--- src/rtl/alu_chunked_pkg.sv ---
// Shared definitions for the chunked sequential ALU.
// - Op-code constants OP_ADD..OP_PASS (3-bit).
// - FSM state encoding (IDLE/BUSY/DONE).
// - Bit positions of the packed flag vector {sign, zero, carry, parity, overflow}.
// - Small helpers that classify op codes.
package alu_chunked_pkg;

  localparam logic [2:0] OP_ADD  = 3'b000;
  localparam logic [2:0] OP_SUB  = 3'b001;
  localparam logic [2:0] OP_ADC  = 3'b010;
  localparam logic [2:0] OP_SBB  = 3'b011;
  localparam logic [2:0] OP_AND  = 3'b100;
  localparam logic [2:0] OP_OR   = 3'b101;
  localparam logic [2:0] OP_XOR  = 3'b110;
  localparam logic [2:0] OP_PASS = 3'b111;

  typedef enum logic [1:0] {
    ST_IDLE = 2'd0,
    ST_BUSY = 2'd1,
    ST_DONE = 2'd2
  } state_e;

  localparam int NUM_FLAGS   = 5;
  localparam int FLAG_SIGN   = 4;
  localparam int FLAG_ZERO   = 3;
  localparam int FLAG_CARRY  = 2;
  localparam int FLAG_PARITY = 1;
  localparam int FLAG_OVF    = 0;

  // Arithmetic ops all have op[2] clear.
  function automatic logic is_arith(input logic [2:0] op);
    return ~op[2];
  endfunction

  // Subtracting ops invert the Y operand before it enters the adder.
  function automatic logic is_sub(input logic [2:0] op);
    return (op == OP_SUB) || (op == OP_SBB);
  endfunction

endpackage

--- src/rtl/alu_chunked_seq_adder_chunk.sv ---
// adder_chunk: combinational CHUNK-bit adder, {cout, s} = a + b + cin.
// Ports:
//   a, b  in  CHUNK  addends
//   cin   in  1      carry in
//   s     out CHUNK  sum
//   cout  out 1      carry out of the chunk MSB
module adder_chunk #(
  parameter int CHUNK = 4
) (
  input  logic [CHUNK-1:0] a,
  input  logic [CHUNK-1:0] b,
  input  logic             cin,
  output logic [CHUNK-1:0] s,
  output logic             cout
);

  assign {cout, s} = {1'b0, a} + {1'b0, b} + {{CHUNK{1'b0}}, cin};

endmodule

--- src/rtl/alu_chunked_seq.sv ---
// alu_chunked_seq: multi-cycle ALU that walks WIDTH-bit operands CHUNK bits per
// clock through a single shared chunk adder with a registered carry.
// Handshake: a request is accepted on a rising edge where in_valid && in_ready
// (in_ready is high only in IDLE); a result is consumed on a rising edge where
// out_valid && out_ready (out_valid is high only in DONE). No request is taken
// while BUSY or DONE.
// Ports:
//   clk, rst            clock, synchronous active-high reset
//   in_valid/in_ready   request handshake; op, cin, x, y sampled on accept
//   out_valid/out_ready result handshake
//   z                   result
//   sign/zero/carry/parity/overflow  flags registered from the complete result
module alu_chunked_seq
  import alu_chunked_pkg::*;
#(
  parameter int WIDTH = 16,
  parameter int CHUNK = 4
) (
  input  logic             clk,
  input  logic             rst,
  input  logic             in_valid,
  output logic             in_ready,
  input  logic [2:0]       op,
  input  logic             cin,
  input  logic [WIDTH-1:0] x,
  input  logic [WIDTH-1:0] y,
  output logic             out_valid,
  input  logic             out_ready,
  output logic [WIDTH-1:0] z,
  output logic             sign,
  output logic             zero,
  output logic             carry,
  output logic             parity,
  output logic             overflow
);

  localparam int N     = WIDTH / CHUNK;
  localparam int IDX_W = (N > 1) ? $clog2(N) : 1;
  localparam logic [IDX_W-1:0] LAST_IDX = IDX_W'(N - 1);

  state_e               state_q, state_d;
  logic [2:0]           op_q, op_d;
  logic [WIDTH-1:0]     x_q, x_d;
  logic [WIDTH-1:0]     ye_q, ye_d;
  logic                 carry_q, carry_d;
  logic [IDX_W-1:0]     idx_q, idx_d;
  logic [WIDTH-1:0]     z_q, z_d;
  logic [NUM_FLAGS-1:0] flags_q, flags_d;

  logic [CHUNK-1:0] a_chunk, b_chunk, sum_chunk, res_chunk;
  logic             sum_cout;
  logic [WIDTH-1:0] z_merge;
  logic             c0;

  assign a_chunk = x_q[idx_q*CHUNK +: CHUNK];
  assign b_chunk = ye_q[idx_q*CHUNK +: CHUNK];

  adder_chunk #(.CHUNK(CHUNK)) u_adder (
    .a    (a_chunk),
    .b    (b_chunk),
    .cin  (carry_q),
    .s    (sum_chunk),
    .cout (sum_cout)
  );

  // Per-chunk result; logic ops reuse the same slot timing as arithmetic.
  always_comb begin
    res_chunk = sum_chunk;
    case (op_q)
      OP_AND:  res_chunk = a_chunk & b_chunk;
      OP_OR:   res_chunk = a_chunk | b_chunk;
      OP_XOR:  res_chunk = a_chunk ^ b_chunk;
      OP_PASS: res_chunk = a_chunk;
      default: res_chunk = sum_chunk;
    endcase
  end

  // Result register with the current chunk written in; used both as the next
  // z value and as the complete result for flag formation on the last chunk.
  always_comb begin
    z_merge = z_q;
    z_merge[idx_q*CHUNK +: CHUNK] = res_chunk;
  end

  // Initial carry: 1 for SUB (two's complement), cin for ADC/SBB, else 0.
  always_comb begin
    c0 = 1'b0;
    case (op)
      OP_SUB:          c0 = 1'b1;
      OP_ADC, OP_SBB:  c0 = cin;
      default:         c0 = 1'b0;
    endcase
  end

  always_comb begin
    state_d = state_q;
    op_d    = op_q;
    x_d     = x_q;
    ye_d    = ye_q;
    carry_d = carry_q;
    idx_d   = idx_q;
    z_d     = z_q;
    flags_d = flags_q;
    case (state_q)
      ST_IDLE: begin
        if (in_valid) begin
          op_d    = op;
          x_d     = x;
          ye_d    = is_sub(op) ? ~y : y;
          carry_d = c0;
          idx_d   = '0;
          z_d     = '0;
          state_d = ST_BUSY;
        end
      end
      ST_BUSY: begin
        z_d     = z_merge;
        carry_d = is_arith(op_q) ? sum_cout : 1'b0;
        idx_d   = idx_q + 1'b1;
        if (idx_q == LAST_IDX) begin
          idx_d                = '0;
          state_d              = ST_DONE;
          flags_d[FLAG_SIGN]   = z_merge[WIDTH-1];
          flags_d[FLAG_ZERO]   = ~|z_merge;
          flags_d[FLAG_CARRY]  = is_arith(op_q) ? sum_cout : 1'b0;
          flags_d[FLAG_PARITY] = ~^z_merge;
          flags_d[FLAG_OVF]    = is_arith(op_q) &
                                 ((x_q[WIDTH-1] & ye_q[WIDTH-1] & ~z_merge[WIDTH-1]) |
                                  (~x_q[WIDTH-1] & ~ye_q[WIDTH-1] & z_merge[WIDTH-1]));
        end
      end
      ST_DONE: begin
        if (out_ready) state_d = ST_IDLE;
      end
      default: state_d = ST_IDLE;
    endcase
  end

  always_ff @(posedge clk) begin
    if (rst) begin
      state_q <= ST_IDLE;
      op_q    <= '0;
      x_q     <= '0;
      ye_q    <= '0;
      carry_q <= 1'b0;
      idx_q   <= '0;
      z_q     <= '0;
      flags_q <= '0;
    end else begin
      state_q <= state_d;
      op_q    <= op_d;
      x_q     <= x_d;
      ye_q    <= ye_d;
      carry_q <= carry_d;
      idx_q   <= idx_d;
      z_q     <= z_d;
      flags_q <= flags_d;
    end
  end

  assign in_ready  = (state_q == ST_IDLE);
  assign out_valid = (state_q == ST_DONE);
  assign z         = z_q;
  assign sign      = flags_q[FLAG_SIGN];
  assign zero      = flags_q[FLAG_ZERO];
  assign carry     = flags_q[FLAG_CARRY];
  assign parity    = flags_q[FLAG_PARITY];
  assign overflow  = flags_q[FLAG_OVF];

endmodule

--- config.mk ---
export PLATFORM = sky130hd
export DESIGN_NAME = alu_chunked_seq
export DESIGN_NICKNAME = d
export VERILOG_FILES = /design/src/rtl/alu_chunked_pkg.sv /design/src/rtl/alu_chunked_seq_adder_chunk.sv /design/src/rtl/alu_chunked_seq.sv
export SDC_FILE = /design/constraint.sdc
export NUM_CORES = 1
export LEC_CHECK = 0
export ABC_AREA = 1
export CORE_AREA = 2 2 103 95
export CTS_BUF_LIST = sky130_fd_sc_hd__clkbuf_8
export DETAILED_ROUTE_END_ITERATION = 16
export DIE_AREA = 0 0 105 97
export DONT_BUFFER_PORTS = 1
export PLACE_DENSITY = 0.58
export SLEW_MARGIN = 5
export SYNTH_ARGS = -nofsm -noshare
export SYNTH_HDL_FRONTEND = slang
export SYNTH_SLANG_ARGS = --single-unit
--- constraint.sdc ---
create_clock -name clk -period 4.9 [get_ports clk]
set_input_delay 0.245 -clock clk [delete_from_list [all_inputs] [get_ports clk]]
set_output_delay 0.245 -clock clk [all_outputs]
set_load 0.005 [all_outputs]
==> results.md <==
Clock tree:
- The clock passes through at most 2 buffers.
- The number of sinks driven by the clock tree is 61.
- TritonCTS built the clock tree.
- The count of H-tree levels built during CTS is 3.
- At the later pin of the worst-skew pair, clock insertion delay measures 350 ps.
- The number of buffers created by CTS is 9.
- The root cell of the clock tree is clkbuf_8.
- The clock-pin slew reported for the worst setup and hold paths after clock tree synthesis is 80 ps.

Placement:
- Input and output buffers added on the ports amount to 0.
- The congestion estimate from routability-driven global placement came to 0.887.
- The half-perimeter wire length after detailed placement is 6430 um.
- The placed instance count is 611.

Global route:
- The largest net degree at the start of global routing is 49.
- Global routing used 17.6% of the available tracks.
- The initial antenna violation count is 0.
- The number of global-route vias before repair is 2919.
- The total global routing overflow is 0.
- The global-route wire length before repair is 14500 um.

Power:
- The maximum resistive drop on vdd is 0.150 mV.
- For this design the ratio of total power to cell area is 346 nW/um^2.
- The leakage dissipation is 1.52 nW.

Route:
- After detailed routing, the total wire length is 8620 um.
- Dividing the detail-routed wire length by the instance count gives 13.7 um.
- The number of vias per cell is 4.94.
- The first TritonRoute pass finished after 4 iterations.
- The number of DRC violations after detailed routing is 0.
- The number of DRC markers after the initial detailed-route iteration is 182.
- Once detail routing completed, the nets flagged for antenna violations numbered 0.
- The via count of the routed design is 3102.

Timing:
- The worst-case clock skew is 9.51 ps.
- The final count of negative-setup-slack endpoints is 0.
- Setup repair after global routing left no endpoint under its margin.
- The worst max-slew margin expressed relative to the limit is 39.2%.
- Timing would allow up to 254 MHz.
- The minimum clock period after layout is 3940 ps.
- At the pin with the least slew margin, the transition time is 908 ps.
- Dividing the final minimum period by the clock period gives 80.3%.
- The final-report hold violation count came to 0.
- The post-route setup TNS is 0 ps.
- The max-slew violation count is 0.

Worst setup path:
- The slowest stage cell on the critical path is dfxtp_1.
- The critical path required time is 5150 ps.
- The largest single stage delay on the critical path is 590 ps.
- The critical path capture point type is a flip-flop.
- The register-to-register setup slack is 960 ps.
- Traced cell by cell, the critical path runs through inv_2 > a32oi_1 > fa_1 > inv_1 > fa_1 > xnor2_1 > nand2_1 > nand4_1 > nand2_1 > nor2_2 > nand2_1 > nand2_1 > inv_1 > ha_1 > xnor2_1 > xnor2_1 > xnor2_1 > o21bai_1 > inv_1.
- The worst path arrival time is 4190 ps.
- The highest fanout seen on the critical path is 15.
- The kind of cell with the highest combined delay along the critical path is adder cells.
- The worst path buffer plus inverter count is 4.
- The worst setup path is launched from a flip-flop.
- By startpoint and endpoint, the worst setup path is classified as flip-flop to flip-flop.

Layout:
- The area overhead of the layout relative to synthesis is 8.23%.
- After filler insertion, the fill cell instance count of the layout stands at 986.
- The sequential cells in the finished layout cover a total of 1220 sq um.
- The repair_antennas step left the layout with diodes totalling 0.
- The layout cell share with drive strength beyond 1 is 8.30%.
- At the end of the flow, the number of nets in the layout was 565.
- The final cell count without fillers is 628.
- Summing all multi-input logic gate instances after layout gives 1980 sq um.

Die:
- The area enclosed by the die boundary is 10200 sq um.
- In this run the vertical extent of the chip is 97 um.
- The number of top-level pins is 63.
- The horizontal extent of the die is 105 um.
- In this run the standard cell core region covers 9000 sq um.
- The site row count is 33.
- The initial standard-cell utilization of the core is 39.7%.

Job:
- The number of max-cap violations is 0.

Yosys:
- The net count after synthesis is 574.
- Yosys printed 0 warnings.
- The commonest cells after synthesis are 108 x nand2_1, 61 x dfxtp_1, 60 x inv_1.
- Synthesis inferred 61 register bits.
- The number of different library cells in the post-synthesis netlist is 37.
- The number of synthesized flops with an enable pin is 0.
- The post-synthesis async set-or-reset flop share is 0%.
- Yosys instantiated no cell more often than nand2_1.
- The fraction of the yosys area taken by sequential cells is 34.2%.
- The synthesized area is 3570 sq um.
- The average size of a mapped cell is 7.01 sq um.
- The top cell type by area accounts for 34.2% of the synthesized area.
- The largest total area in the synthesized netlist belongs to dfxtp_1.
- In the post-synthesis netlist, the biggest area contributors are dfxtp_1 34%, nand2_1 11%, ha_1 7.7%, a21oi_1 6.7%, inv_1 6.3%.
- The most used flip-flop cell after synthesis is dfxtp_1.
- After technology mapping, the gate count stands at 510.

Worst hold path:
- The class of the most critical hold timing path is input port to flip-flop.

Outcome:
- The run finished with clean final reports.
==> metrics by stage <==
stage / worst slack, ps / power (mW) / util, % / hold WS, ps / cell area (sq um)
2_1_floorplan: 1380 / 0.776 / - / 314 / 3570
3_3_place_gp: 1090 / 0.825 / 40.3 / 318 / 3630
3_5_place_dp: 1020 / 0.827 / 40.3 / 320 / 3630
4_1_cts: 999 / 1.35 / 43.0 / 59.8 / 3870
5_1_grt: 594 / 1.42 / 43.0 / 67.0 / 3870
6_report: 963 / 1.34 / 43.0 / 67.5 / 3870
==> power by group <==
part	switching [mW]	internal, mW
sequential	0.0226	0.526
combinational	0.170	0.0995
clock	0.217	0.304
total	0.409	0.930
==> kinds of logic after synthesis <==
kind of cell | count (synthesis) | share of synthesized area [%]
and+or+nand+nor | 198 | 23.7
AOI/OAI and AO/OA | 112 | 17.1
buffers and inverters | 91 | 10.4
DFF | 61 | 34.2
xor gates and xnor gates | 24 | 5.88
adders and majority gates | 24 | 8.82
==> sequential cells by signal (all words and copies together), names as in the netlist <==
| register | count |
|---|---|
| ye_q | 16 |
| state_q | 2 |
| z | 16 |
| x_q | 16 |
| carry_q | 1 |
| flags_q | 5 |
| idx_q | 2 |
| op_q | 3 |
==> placed cells by master (no fill, tap or decap), types with 3 or more instances in the layout <==
| cell | n |
|---|---|
| clkbuf_8 | 10 |
| xnor2_1 | 22 |
| o21ai_0 | 43 |
| nor2_2 | 4 |
| inv_1 | 60 |
| a32oi_1 | 5 |
| ha_1 | 22 |
| nand3_1 | 21 |
| nand4_1 | 8 |
| o21ai_1 | 7 |
| dfxtp_1 | 61 |
| a21oi_1 | 48 |
| inv_2 | 7 |
| nand2_2 | 3 |
| nor2_1 | 45 |
| nand2_1 | 108 |
==> timing repair <==
item | 4_1_cts | 5_1_grt
hold buffers | 1 | 0
setup buffers | 0 | 0
hold endpoints to repair | 23 | 0
gates resized for setup | 0 | 0
setup endpoints to repair | 0 | 0
==> worst reg2reg max path: cells and delay by family, from the launching register on <==
family / cells / cell delay, ps
compound gates: 2 / 600
buf+inv: 4 / 410
simple gates: 6 / 590
flops: 1 / 590
fa+ha+maj: 3 / 1000
xor+xnor: 4 / 630
==> path summary, 6_finish.rpt <==
path | startpoint | to | cells past startpoint
worst max-delay path | idx_q[1] | flags_q[1] | 19
worst min-delay path | out_ready | state_q[1] | 3
worst min register to register | x_q[2] | x_q[2] | 2
worst max register to register | idx_q[1] | flags_q[1] | 19
==> per-layer routing <==
layer  share of wire, %  wire, um  vias up  global-route usage (%)
li1                   -         -     1622                       -
met1                 51      4370     1392                    25.0
met2                 42      3650       76                    26.3
met3                5.4       462       12                    4.18
met4                1.6       136        0                    5.54
met5                  0         0        -                       0
==> layout make-up <==
cell class                 count  area share, %
clock buffer                  10           3.56
clock inverter                 6           2.43
inverter                      68           6.63
multi-input combinational    358           51.2
sequential                    61           31.6
tap                          122           3.95
timing repair buffer           3          0.647
No activity file was read; power rests on OpenSTA's default activity.
